<file path="config.mk">
export PLATFORM = sky130hd
export DESIGN_NAME = multicycle_ctrl_flat
export DESIGN_NICKNAME = d
export VERILOG_FILES = /design/src/rtl/multicycle_ctrl_if.sv /design/src/rtl/multicycle_ctrl.sv /design/src/flat_wrapper.sv
export SDC_FILE = /design/constraint.sdc
export NUM_CORES = 1
export LEC_CHECK = 0
export ABC_AREA = 1
export BUFFER_PORTS_ARGS = -buffer_cell sky130_fd_sc_hd__buf_2
export CORE_MARGIN = 10
export CORE_UTILIZATION = 45
export DETAILED_ROUTE_END_ITERATION = 12
export PLACE_DENSITY = 0.83
export SLEW_MARGIN = 10
export SYNTH_ARGS = -nofsm -noshare
export SYNTH_HDL_FRONTEND = slang
export SYNTH_SLANG_ARGS = --single-unit
</file>
<file path="constraint.sdc">
create_clock -name clk -period 2.3 [get_ports clk]
set_clock_uncertainty 0.1 [all_clocks]
set_input_delay 0.345 -clock clk [delete_from_list [all_inputs] [get_ports clk]]
set_output_delay 0.345 -clock clk [all_outputs]
set_load 0.03 [all_outputs]
</file>
<file path="src/rtl/multicycle_ctrl_if.sv">
// Control bundle between the multicycle controller and its datapath and memory port.
// The controller side is the master; the datapath/memory side is the slave.
interface multicycle_ctrl_if;
  logic [6:0] opcode;
  logic [2:0] funct3;
  logic       funct7b5;
  logic       zero;
  logic       lt;
  logic       ltu;
  logic       mem_ready;
  logic       mem_req;
  logic       mem_write;
  logic       adr_src;
  logic       ir_write;
  logic       pc_write;
  logic       reg_write;
  logic [1:0] alu_src_a;
  logic [1:0] alu_src_b;
  logic [1:0] result_src;
  logic [3:0] alu_control;
  logic [2:0] imm_src;
  logic       illegal;
  logic       retire;
  logic [3:0] state_o;

  // Memory handshake: a request is open while mem_req=1. It completes on the
  // first rising edge where mem_ready=1 is sampled. Until then the address
  // select and mem_write hold steady. mem_ready is ignored while mem_req=0.
  modport master (
    input  opcode, funct3, funct7b5, zero, lt, ltu, mem_ready,
    output mem_req, mem_write, adr_src, ir_write, pc_write, reg_write,
    output alu_src_a, alu_src_b, result_src, alu_control, imm_src,
    output illegal, retire, state_o
  );

  modport slave (
    output opcode, funct3, funct7b5, zero, lt, ltu, mem_ready,
    input  mem_req, mem_write, adr_src, ir_write, pc_write, reg_write,
    input  alu_src_a, alu_src_b, result_src, alu_control, imm_src,
    input  illegal, retire, state_o
  );
endinterface

</file>
<file path="src/rtl/multicycle_ctrl.sv">
// Main control FSM for the multicycle RV32I core: fetch, decode, execute,
// memory and writeback. Outputs are Moore, except the mem_ready and branch-flag qualified strobes.
module multicycle_ctrl (
  input  logic             clk,
  input  logic             reset,
  multicycle_ctrl_if.master bus
);

  typedef enum logic [3:0] {
    S_FETCH    = 4'd0,
    S_DECODE   = 4'd1,
    S_MEMADR   = 4'd2,
    S_MEMREAD  = 4'd3,
    S_MEMWB    = 4'd4,
    S_MEMWRITE = 4'd5,
    S_EXECR    = 4'd6,
    S_EXECI    = 4'd7,
    S_ALUWB    = 4'd8,
    S_BRANCH   = 4'd9,
    S_ILLEGAL  = 4'd15
  } state_t;

  localparam logic [3:0] ALU_ADD  = 4'b0000;
  localparam logic [3:0] ALU_SUB  = 4'b0001;
  localparam logic [3:0] ALU_AND  = 4'b0010;
  localparam logic [3:0] ALU_OR   = 4'b0011;
  localparam logic [3:0] ALU_XOR  = 4'b0100;
  localparam logic [3:0] ALU_SLT  = 4'b0101;
  localparam logic [3:0] ALU_SLTU = 4'b0110;
  localparam logic [3:0] ALU_SLL  = 4'b0111;
  localparam logic [3:0] ALU_SRL  = 4'b1000;
  localparam logic [3:0] ALU_SRA  = 4'b1001;

  state_t     r_state;
  state_t     w_next_state;
  logic       w_mem_req;
  logic       w_mem_write;
  logic       w_adr_src;
  logic       w_ir_write;
  logic       w_pc_write;
  logic       w_reg_write;
  logic [1:0] w_alu_src_a;
  logic [1:0] w_alu_src_b;
  logic [1:0] w_result_src;
  logic [3:0] w_alu_control;
  logic [2:0] w_imm_src;
  logic       w_illegal;
  logic       w_retire;
  logic [3:0] w_func_op;
  logic       w_taken;
  logic       w_is_store;

  assign w_is_store = bus.opcode[5];

  // funct7b5 selects sub only for register ops; for immediates bit 30 is imm data.
  always_comb begin
    w_func_op = ALU_ADD;
    case (bus.funct3)
      3'b000:  w_func_op = (bus.funct7b5 && r_state == S_EXECR) ? ALU_SUB : ALU_ADD;
      3'b001:  w_func_op = ALU_SLL;
      3'b010:  w_func_op = ALU_SLT;
      3'b011:  w_func_op = ALU_SLTU;
      3'b100:  w_func_op = ALU_XOR;
      3'b101:  w_func_op = bus.funct7b5 ? ALU_SRA : ALU_SRL;
      3'b110:  w_func_op = ALU_OR;
      default: w_func_op = ALU_AND;
    endcase
  end

  always_comb begin
    w_taken = 1'b0;
    case (bus.funct3)
      3'b000:  w_taken = bus.zero;
      3'b001:  w_taken = ~bus.zero;
      3'b100:  w_taken = bus.lt;
      3'b101:  w_taken = ~bus.lt;
      3'b110:  w_taken = bus.ltu;
      3'b111:  w_taken = ~bus.ltu;
      default: w_taken = 1'b0;
    endcase
  end

  always_ff @(posedge clk or posedge reset) begin
    if (reset) r_state <= S_FETCH;
    else       r_state <= w_next_state;
  end

  always_comb begin
    w_next_state = r_state;
    case (r_state)
      S_FETCH:    if (bus.mem_ready) w_next_state = S_DECODE;
      S_DECODE: begin
        if ((bus.opcode == 7'b0000011 || bus.opcode == 7'b0100011) && bus.funct3 == 3'b010)
          w_next_state = S_MEMADR;
        else if (bus.opcode == 7'b0110011)
          w_next_state = S_EXECR;
        else if (bus.opcode == 7'b0010011)
          w_next_state = S_EXECI;
        else if (bus.opcode == 7'b1100011 && bus.funct3[2:1] != 2'b01)
          w_next_state = S_BRANCH;
        else
          w_next_state = S_ILLEGAL;
      end
      S_MEMADR:   w_next_state = w_is_store ? S_MEMWRITE : S_MEMREAD;
      S_MEMREAD:  if (bus.mem_ready) w_next_state = S_MEMWB;
      S_MEMWB:    w_next_state = S_FETCH;
      S_MEMWRITE: if (bus.mem_ready) w_next_state = S_FETCH;
      S_EXECR:    w_next_state = S_ALUWB;
      S_EXECI:    w_next_state = S_ALUWB;
      S_ALUWB:    w_next_state = S_FETCH;
      S_BRANCH:   w_next_state = S_FETCH;
      S_ILLEGAL:  w_next_state = S_ILLEGAL;
      default:    w_next_state = S_FETCH;
    endcase
  end

  always_comb begin
    w_mem_req     = 1'b0;
    w_mem_write   = 1'b0;
    w_adr_src     = 1'b0;
    w_ir_write    = 1'b0;
    w_pc_write    = 1'b0;
    w_reg_write   = 1'b0;
    w_alu_src_a   = 2'b00;
    w_alu_src_b   = 2'b00;
    w_result_src  = 2'b00;
    w_alu_control = ALU_ADD;
    w_imm_src     = 3'b000;
    w_illegal     = 1'b0;
    w_retire      = 1'b0;
    case (r_state)
      S_FETCH: begin
        w_mem_req    = 1'b1;
        w_alu_src_b  = 2'b10;
        w_result_src = 2'b10;
        w_ir_write   = bus.mem_ready;
        w_pc_write   = bus.mem_ready;
      end
      S_DECODE: begin
        w_alu_src_a = 2'b01;
        w_alu_src_b = 2'b01;
        w_imm_src   = 3'b011;
      end
      S_MEMADR: begin
        w_alu_src_a = 2'b10;
        w_alu_src_b = 2'b01;
        w_imm_src   = w_is_store ? 3'b010 : 3'b001;
      end
      S_MEMREAD: begin
        w_mem_req = 1'b1;
        w_adr_src = 1'b1;
      end
      S_MEMWB: begin
        w_result_src = 2'b01;
        w_reg_write  = 1'b1;
        w_retire     = 1'b1;
      end
      S_MEMWRITE: begin
        w_mem_req   = 1'b1;
        w_mem_write = 1'b1;
        w_adr_src   = 1'b1;
        w_retire    = bus.mem_ready;
      end
      S_EXECR: begin
        w_alu_src_a   = 2'b10;
        w_alu_control = w_func_op;
      end
      S_EXECI: begin
        w_alu_src_a   = 2'b10;
        w_alu_src_b   = 2'b01;
        w_imm_src     = 3'b001;
        w_alu_control = w_func_op;
      end
      S_ALUWB: begin
        w_reg_write = 1'b1;
        w_retire    = 1'b1;
      end
      S_BRANCH: begin
        w_alu_src_a   = 2'b10;
        w_alu_control = ALU_SUB;
        w_pc_write    = w_taken;
        w_retire      = 1'b1;
      end
      S_ILLEGAL:  w_illegal = 1'b1;
      default: ;
    endcase
  end

  // Enables are gated by reset directly so an abort takes effect before any edge.
  assign bus.mem_req     = w_mem_req   & ~reset;
  assign bus.mem_write   = w_mem_write & ~reset;
  assign bus.ir_write    = w_ir_write  & ~reset;
  assign bus.pc_write    = w_pc_write  & ~reset;
  assign bus.reg_write   = w_reg_write & ~reset;
  assign bus.retire      = w_retire    & ~reset;
  assign bus.illegal     = w_illegal   & ~reset;
  assign bus.adr_src     = w_adr_src;
  assign bus.alu_src_a   = w_alu_src_a;
  assign bus.alu_src_b   = w_alu_src_b;
  assign bus.result_src  = w_result_src;
  assign bus.alu_control = w_alu_control;
  assign bus.imm_src     = w_imm_src;
  assign bus.state_o     = r_state;

endmodule
</file>
<file path="src/flat_wrapper.sv">
// flat-port wrapper written by rule: the top's interface ports become plain ports
module multicycle_ctrl_flat 
  (clk, reset, bus_opcode, bus_funct3, bus_funct7b5, bus_zero, bus_lt, bus_ltu, bus_mem_ready, bus_mem_req, bus_mem_write, bus_adr_src, bus_ir_write, bus_pc_write, bus_reg_write, bus_alu_src_a, bus_alu_src_b, bus_result_src, bus_alu_control, bus_imm_src, bus_illegal, bus_retire, bus_state_o);
  multicycle_ctrl_if bus_i ();
  input  logic clk;
  input  logic reset;
  input wire logic [$bits(bus_i.opcode)-1:0] bus_opcode;
  input wire logic [$bits(bus_i.funct3)-1:0] bus_funct3;
  input wire logic [$bits(bus_i.funct7b5)-1:0] bus_funct7b5;
  input wire logic [$bits(bus_i.zero)-1:0] bus_zero;
  input wire logic [$bits(bus_i.lt)-1:0] bus_lt;
  input wire logic [$bits(bus_i.ltu)-1:0] bus_ltu;
  input wire logic [$bits(bus_i.mem_ready)-1:0] bus_mem_ready;
  output wire logic [$bits(bus_i.mem_req)-1:0] bus_mem_req;
  output wire logic [$bits(bus_i.mem_write)-1:0] bus_mem_write;
  output wire logic [$bits(bus_i.adr_src)-1:0] bus_adr_src;
  output wire logic [$bits(bus_i.ir_write)-1:0] bus_ir_write;
  output wire logic [$bits(bus_i.pc_write)-1:0] bus_pc_write;
  output wire logic [$bits(bus_i.reg_write)-1:0] bus_reg_write;
  output wire logic [$bits(bus_i.alu_src_a)-1:0] bus_alu_src_a;
  output wire logic [$bits(bus_i.alu_src_b)-1:0] bus_alu_src_b;
  output wire logic [$bits(bus_i.result_src)-1:0] bus_result_src;
  output wire logic [$bits(bus_i.alu_control)-1:0] bus_alu_control;
  output wire logic [$bits(bus_i.imm_src)-1:0] bus_imm_src;
  output wire logic [$bits(bus_i.illegal)-1:0] bus_illegal;
  output wire logic [$bits(bus_i.retire)-1:0] bus_retire;
  output wire logic [$bits(bus_i.state_o)-1:0] bus_state_o;
  assign bus_i.opcode = bus_opcode;
  assign bus_i.funct3 = bus_funct3;
  assign bus_i.funct7b5 = bus_funct7b5;
  assign bus_i.zero = bus_zero;
  assign bus_i.lt = bus_lt;
  assign bus_i.ltu = bus_ltu;
  assign bus_i.mem_ready = bus_mem_ready;
  assign bus_mem_req = bus_i.mem_req;
  assign bus_mem_write = bus_i.mem_write;
  assign bus_adr_src = bus_i.adr_src;
  assign bus_ir_write = bus_i.ir_write;
  assign bus_pc_write = bus_i.pc_write;
  assign bus_reg_write = bus_i.reg_write;
  assign bus_alu_src_a = bus_i.alu_src_a;
  assign bus_alu_src_b = bus_i.alu_src_b;
  assign bus_result_src = bus_i.result_src;
  assign bus_alu_control = bus_i.alu_control;
  assign bus_imm_src = bus_i.imm_src;
  assign bus_illegal = bus_i.illegal;
  assign bus_retire = bus_i.retire;
  assign bus_state_o = bus_i.state_o;
  multicycle_ctrl u_core (.clk(clk), .reset(reset), .bus(bus_i));
endmodule
</file>
### Yosys cells after proc, flatten, opt, wreduce, memory -nomap -nowiden

Cells that the tools add are included.

* eq/ne operators: 26
* multiplexer cells: 27
* bitwise operators: 11
* reductions and logical operators: 14

Operators by type and width (number)
* 4-bit one-hot mux with 7 select lines: 2
* 4-bit two-way mux: 6
* 4-bit by 3-bit equality test with 1-bit output (second input constant): 4
* 7-bit by 6-bit equality test with 1-bit output (second input constant): 2
* 3-bit equality test (second input constant): 4
* 4-bit equality test (second input constant): 3
* 2-bit one-hot mux with 2 select lines: 3
* 3-bit one-hot mux with 3 select lines: 1
* 3-bit OR reduction: 3
* 4-bit by 2-bit equality test with 1-bit output (second input constant): 2
* 1-bit two-way mux: 8
* 4-bit one-hot mux with 2 select lines: 1
* 1-bit AND: 7
* 7-bit by 2-bit equality test with 1-bit output (second input constant): 1
* 7-bit by 5-bit equality test with 1-bit output (second input constant): 1
* 7-bit equality test (second input constant): 1
* 3-bit by 2-bit equality test with 1-bit output (second input constant): 2
* 3-bit two-way mux: 2
* 2-bit != test (second input constant): 3
* 1-bit one-hot mux with 6 select lines: 1
* 2-bit OR reduction: 3
* 4-bit by 1-bit equality test with 1-bit output (second input constant): 1
* 4-bit zero test: 1
* 1-bit NOT: 4
* other kinds (9): 12

* flip-flop bits (word level): 4
* bits of input ports: 17
* logic and storage cells: 79

### Depth between registers and ports, before layout

* depth after elaboration: 7
* depth in mapped cells: 10

### Worst setup path before layout

No wires, ideal clock.

* path kind: register -> output
* start point: register u_core.r_state[0] (netlist: u_core.bus.state_o[0])
* end point: output port bus_pc_write
* arrival time: 1.672 ns
* data required time: 1.855 ns
* path slack: 0.183 ns
* cell stages (with the launch flop): 7
* cell sequence: dfrtp_1 buf_6 nor2_1 nand2_1 nor3_2 inv_1 nand2_1

* cells in the longest elaborated chain, start to end: 3
* elaborated cells between the ends (all ways): 4

RTL lines
* start: declaration: RTL line multicycle_ctrl.sv:34 `state_t r_state;`
* start signal: assignment: RTL line multicycle_ctrl.sv:85 `else r_state <= w_next_state;`
* 4-bit equality test / 4-bit zero test (equally long branches): RTL line multicycle_ctrl.sv:131 `case (r_state)`
* 1-bit one-hot mux with 2 select lines *: RTL line multicycle_ctrl.sv:131
* 1-bit AND *: RTL line multicycle_ctrl.sv:193 `assign bus.pc_write = w_pc_write & ~reset;`
* end: declaration: RTL line flat_wrapper.sv:18 `output wire logic [$bits(bus_i.pc_write)-1:0] bus_pc_write;`

Every way passes the cells marked *; elsewhere a longest branch is shown, timed or not.

### Final worst setup path

* start point: register u_core.r_state[2] (netlist: u_core.bus.state_o[2])
* end point: output port bus_alu_src_a[1]

* cells in the longest elaborated chain, start to end: 3
* elaborated cells between the ends (all ways): 7

RTL lines
* 4-bit equality test, or another cell as far along: RTL line multicycle_ctrl.sv:131
* 4-bit OR reduction (no line)
* 2-bit one-hot mux with 2 select lines *: RTL line multicycle_ctrl.sv:131
* end: declaration: RTL line flat_wrapper.sv:20 `output wire logic [$bits(bus_i.alu_src_a)-1:0] bus_alu_src_a;`

Marked as above.

==> flow_summary.toml <==
[pwr]
internal-power_uw = 150
powerDensity_nw_per_um2 = 234
leakage_uw = 0.000602
seqPwrFrac = 0.324
clkPwrFrac = 0.422
p_comb_frac = 0.254
ir_drop_v = 0.000268
p_switching_uw = 68.0
p_sw_frac = 0.312

[clocking]
cts_tree = "yes"
cts.sinks = 4
postCtsSetupRepairBufs = 0
worstSkewPairLatency_ps = 250
cts.path.max_buffers = 2
path_clk_slew_ps = 40
htreeDepth = 1
root_buffer = "clkbuf_4"
ctsResizeCount = 0
cts_buffers = 3

[sta]
fin_crit_ps = 1990
rsz0062_at_grt = "false"
fmax_mhz = 503
hold_violations = 0
maxSlewViolCount = 0
setup_viol = 0
fin_tns_setup_ps = 0
finalCritPeriodShare = 0.865

[worst_setup_path]
critical_path_class = "flop to output pin"
end_kind = "output pin"
arrival_ps = 1540
start_kind = "flop"
cp.required_ps = 1860
cp_max_fo = 5

[logic_synthesis]
synthTopCellsByArea = "nand2_1, dfrtp_1, inv_1, nand3_1, nor2_1"
yosysWarnings = 0
yosysTopAreaCellShare = 0.182
ys_ff_latch = 4
synth_top_cells_by_count = "nand2_1, inv_1, nand3_1, nor2_1"
synth_area_leader_cell = "nand2_1"
synth.distinct_cells = 24
synth_area_sq_um = 702
seq_area_frac_synth = 0.143
synth_most_common_cell = "nand2_1"
ys_async_sr_fraction = 1.00
netlist_instances = 131
yosys_most_used_dff = "dfrtp_1"
syn_avg_cell_area_sq_um = 5.36
synth_edf_count = 0
syn_nets = 148

[place]
io_buffers = 40
post-dp-hpwl_mm = 1.94
gp_congestion = 0.842

[drt]
viasPerCell = 4.90
wl_mm = 2.25
ant_nets = 0
drt_iter0_markers = 33
drc = 0
vias = 921
post_drt_wl_per_cell_um = 12.0
drtPass1Iterations = 4

[cells_and_area]
area_delta_synth_final_pct = 32.8
drive_gt1_frac = 0.331
diodes = 0
final_util = 0.626
fin_nets = 191
largest_reg_flops = 4
fillers = 147

[die]
fp.dieW_um = 59.5
rows = 14
initial_utilization = 0.471
die-area_sq_um = 3540
coreArea_sq_um = 1490
die_h_um = 59.5
num_io_pins = 42

[grt]
grt_start_max_net_pins = 10
grt_usage = 0.130
overflow = 0
grt_pass1_wl_mm = 3.67
antenna_found_initial = 0
grt_pass1_vias = 851

[hold_path]
hold_path_class = "input pin to flop"

[status]
status = "completed"

[job]
drv_cap = 0
[through the flow]
step	power, uW	hold slack (ps)	instance area [sq um]	setup slack, ps	instances
2_1_floorplan	103	204	702	183	131
3_5_place_dp	125	211	900	507	184
3_3_place_gp	124	200	900	566	184
5_1_grt	235	330	932	173	188
4_1_cts	221	292	932	298	188
6_report	218	291	932	311	188
[worst max-delay path: stages (launching register included)]
cell and delay [ps]:
dfrtp_1 450, nor2_4 170, inv_2 70, nor3_1 200, inv_1 110, nand3_1 80, buf_2 200
[placed cells by master (no fill, tap or decap), drive strengths merged, types with 2 or more instances in the layout]
cell,Yosys,layout
a21oi,2,2
a31oi,2,2
o21ai,4,4
inv,30,30
nor2,19,19
dfrtp,4,4
clkbuf,1,3
nand3,20,20
buf,2,40
nand2,36,36
nor3,5,5
[cell type report]
type | instances | area (sq um) | area share
Multi-Input combinational cell | 94 | 467 | 0.501
Timing Repair Buffer | 41 | 210 | 0.226
Inverter | 30 | 113 | 0.121
Sequential cell | 4 | 100 | 0.107
Clock buffer | 3 | 22.5 | 0.0242
Tap cell | 16 | 20.0 | 0.0215
[worst paths after layout]
check,from,to,slack [ps],cells past startpoint
worst max-delay path,u_core.bus.state_o[2],bus_alu_src_a[1],310,6
worst min-delay path,bus_mem_ready,u_core.bus.state_o[1],290,2
worst max register to register,u_core.bus.state_o[0],u_core.bus.state_o[0],910,9
worst min register to register,u_core.bus.state_o[3],u_core.bus.state_o[3],600,2
max in group asynchronous,reset,u_core.bus.state_o[0],1450,3
min in group asynchronous,reset,u_core.bus.state_o[3],490,3
[routing by layer]
layer  global-route usage  up-vias  wire, um
li1                     -      486         -
met1                0.151      385       923
met2                0.195       44      1010
met3               0.0644        6       265
met4               0.0609        0        53
met5                    0        -         0
[power by group through the flow]
stage / clock (uW) / sequential, uW / combinational, uW
CTS: 95.5 / 70.8 / 55.3
detailed placement: 0 / 71.7 / 53.8
global route: 102 / 70.7 / 62.9
global placement: 0 / 71.7 / 51.9
finish: 92.2 / 70.8 / 55.4
floorplan: 0 / 71.7 / 31.3
[logic make-up (layout without fill, tap and decap cells)]
family          count (synthesis)  in the layout  synth area share
xor+xnor                        1              1            0.0125
other cells                     1              1           0.00534
simple gates                   82             82             0.563
compound gates                 10             10            0.0838
buf+inv                        33             74             0.192
flops                           4              4             0.143
[timing repair]
item                       4_1_cts  5_1_grt
hold buffers                     1        0
setup endpoints to repair        0        0
hold endpoints to repair         4        0
Power figures use the tool's default switching activity.
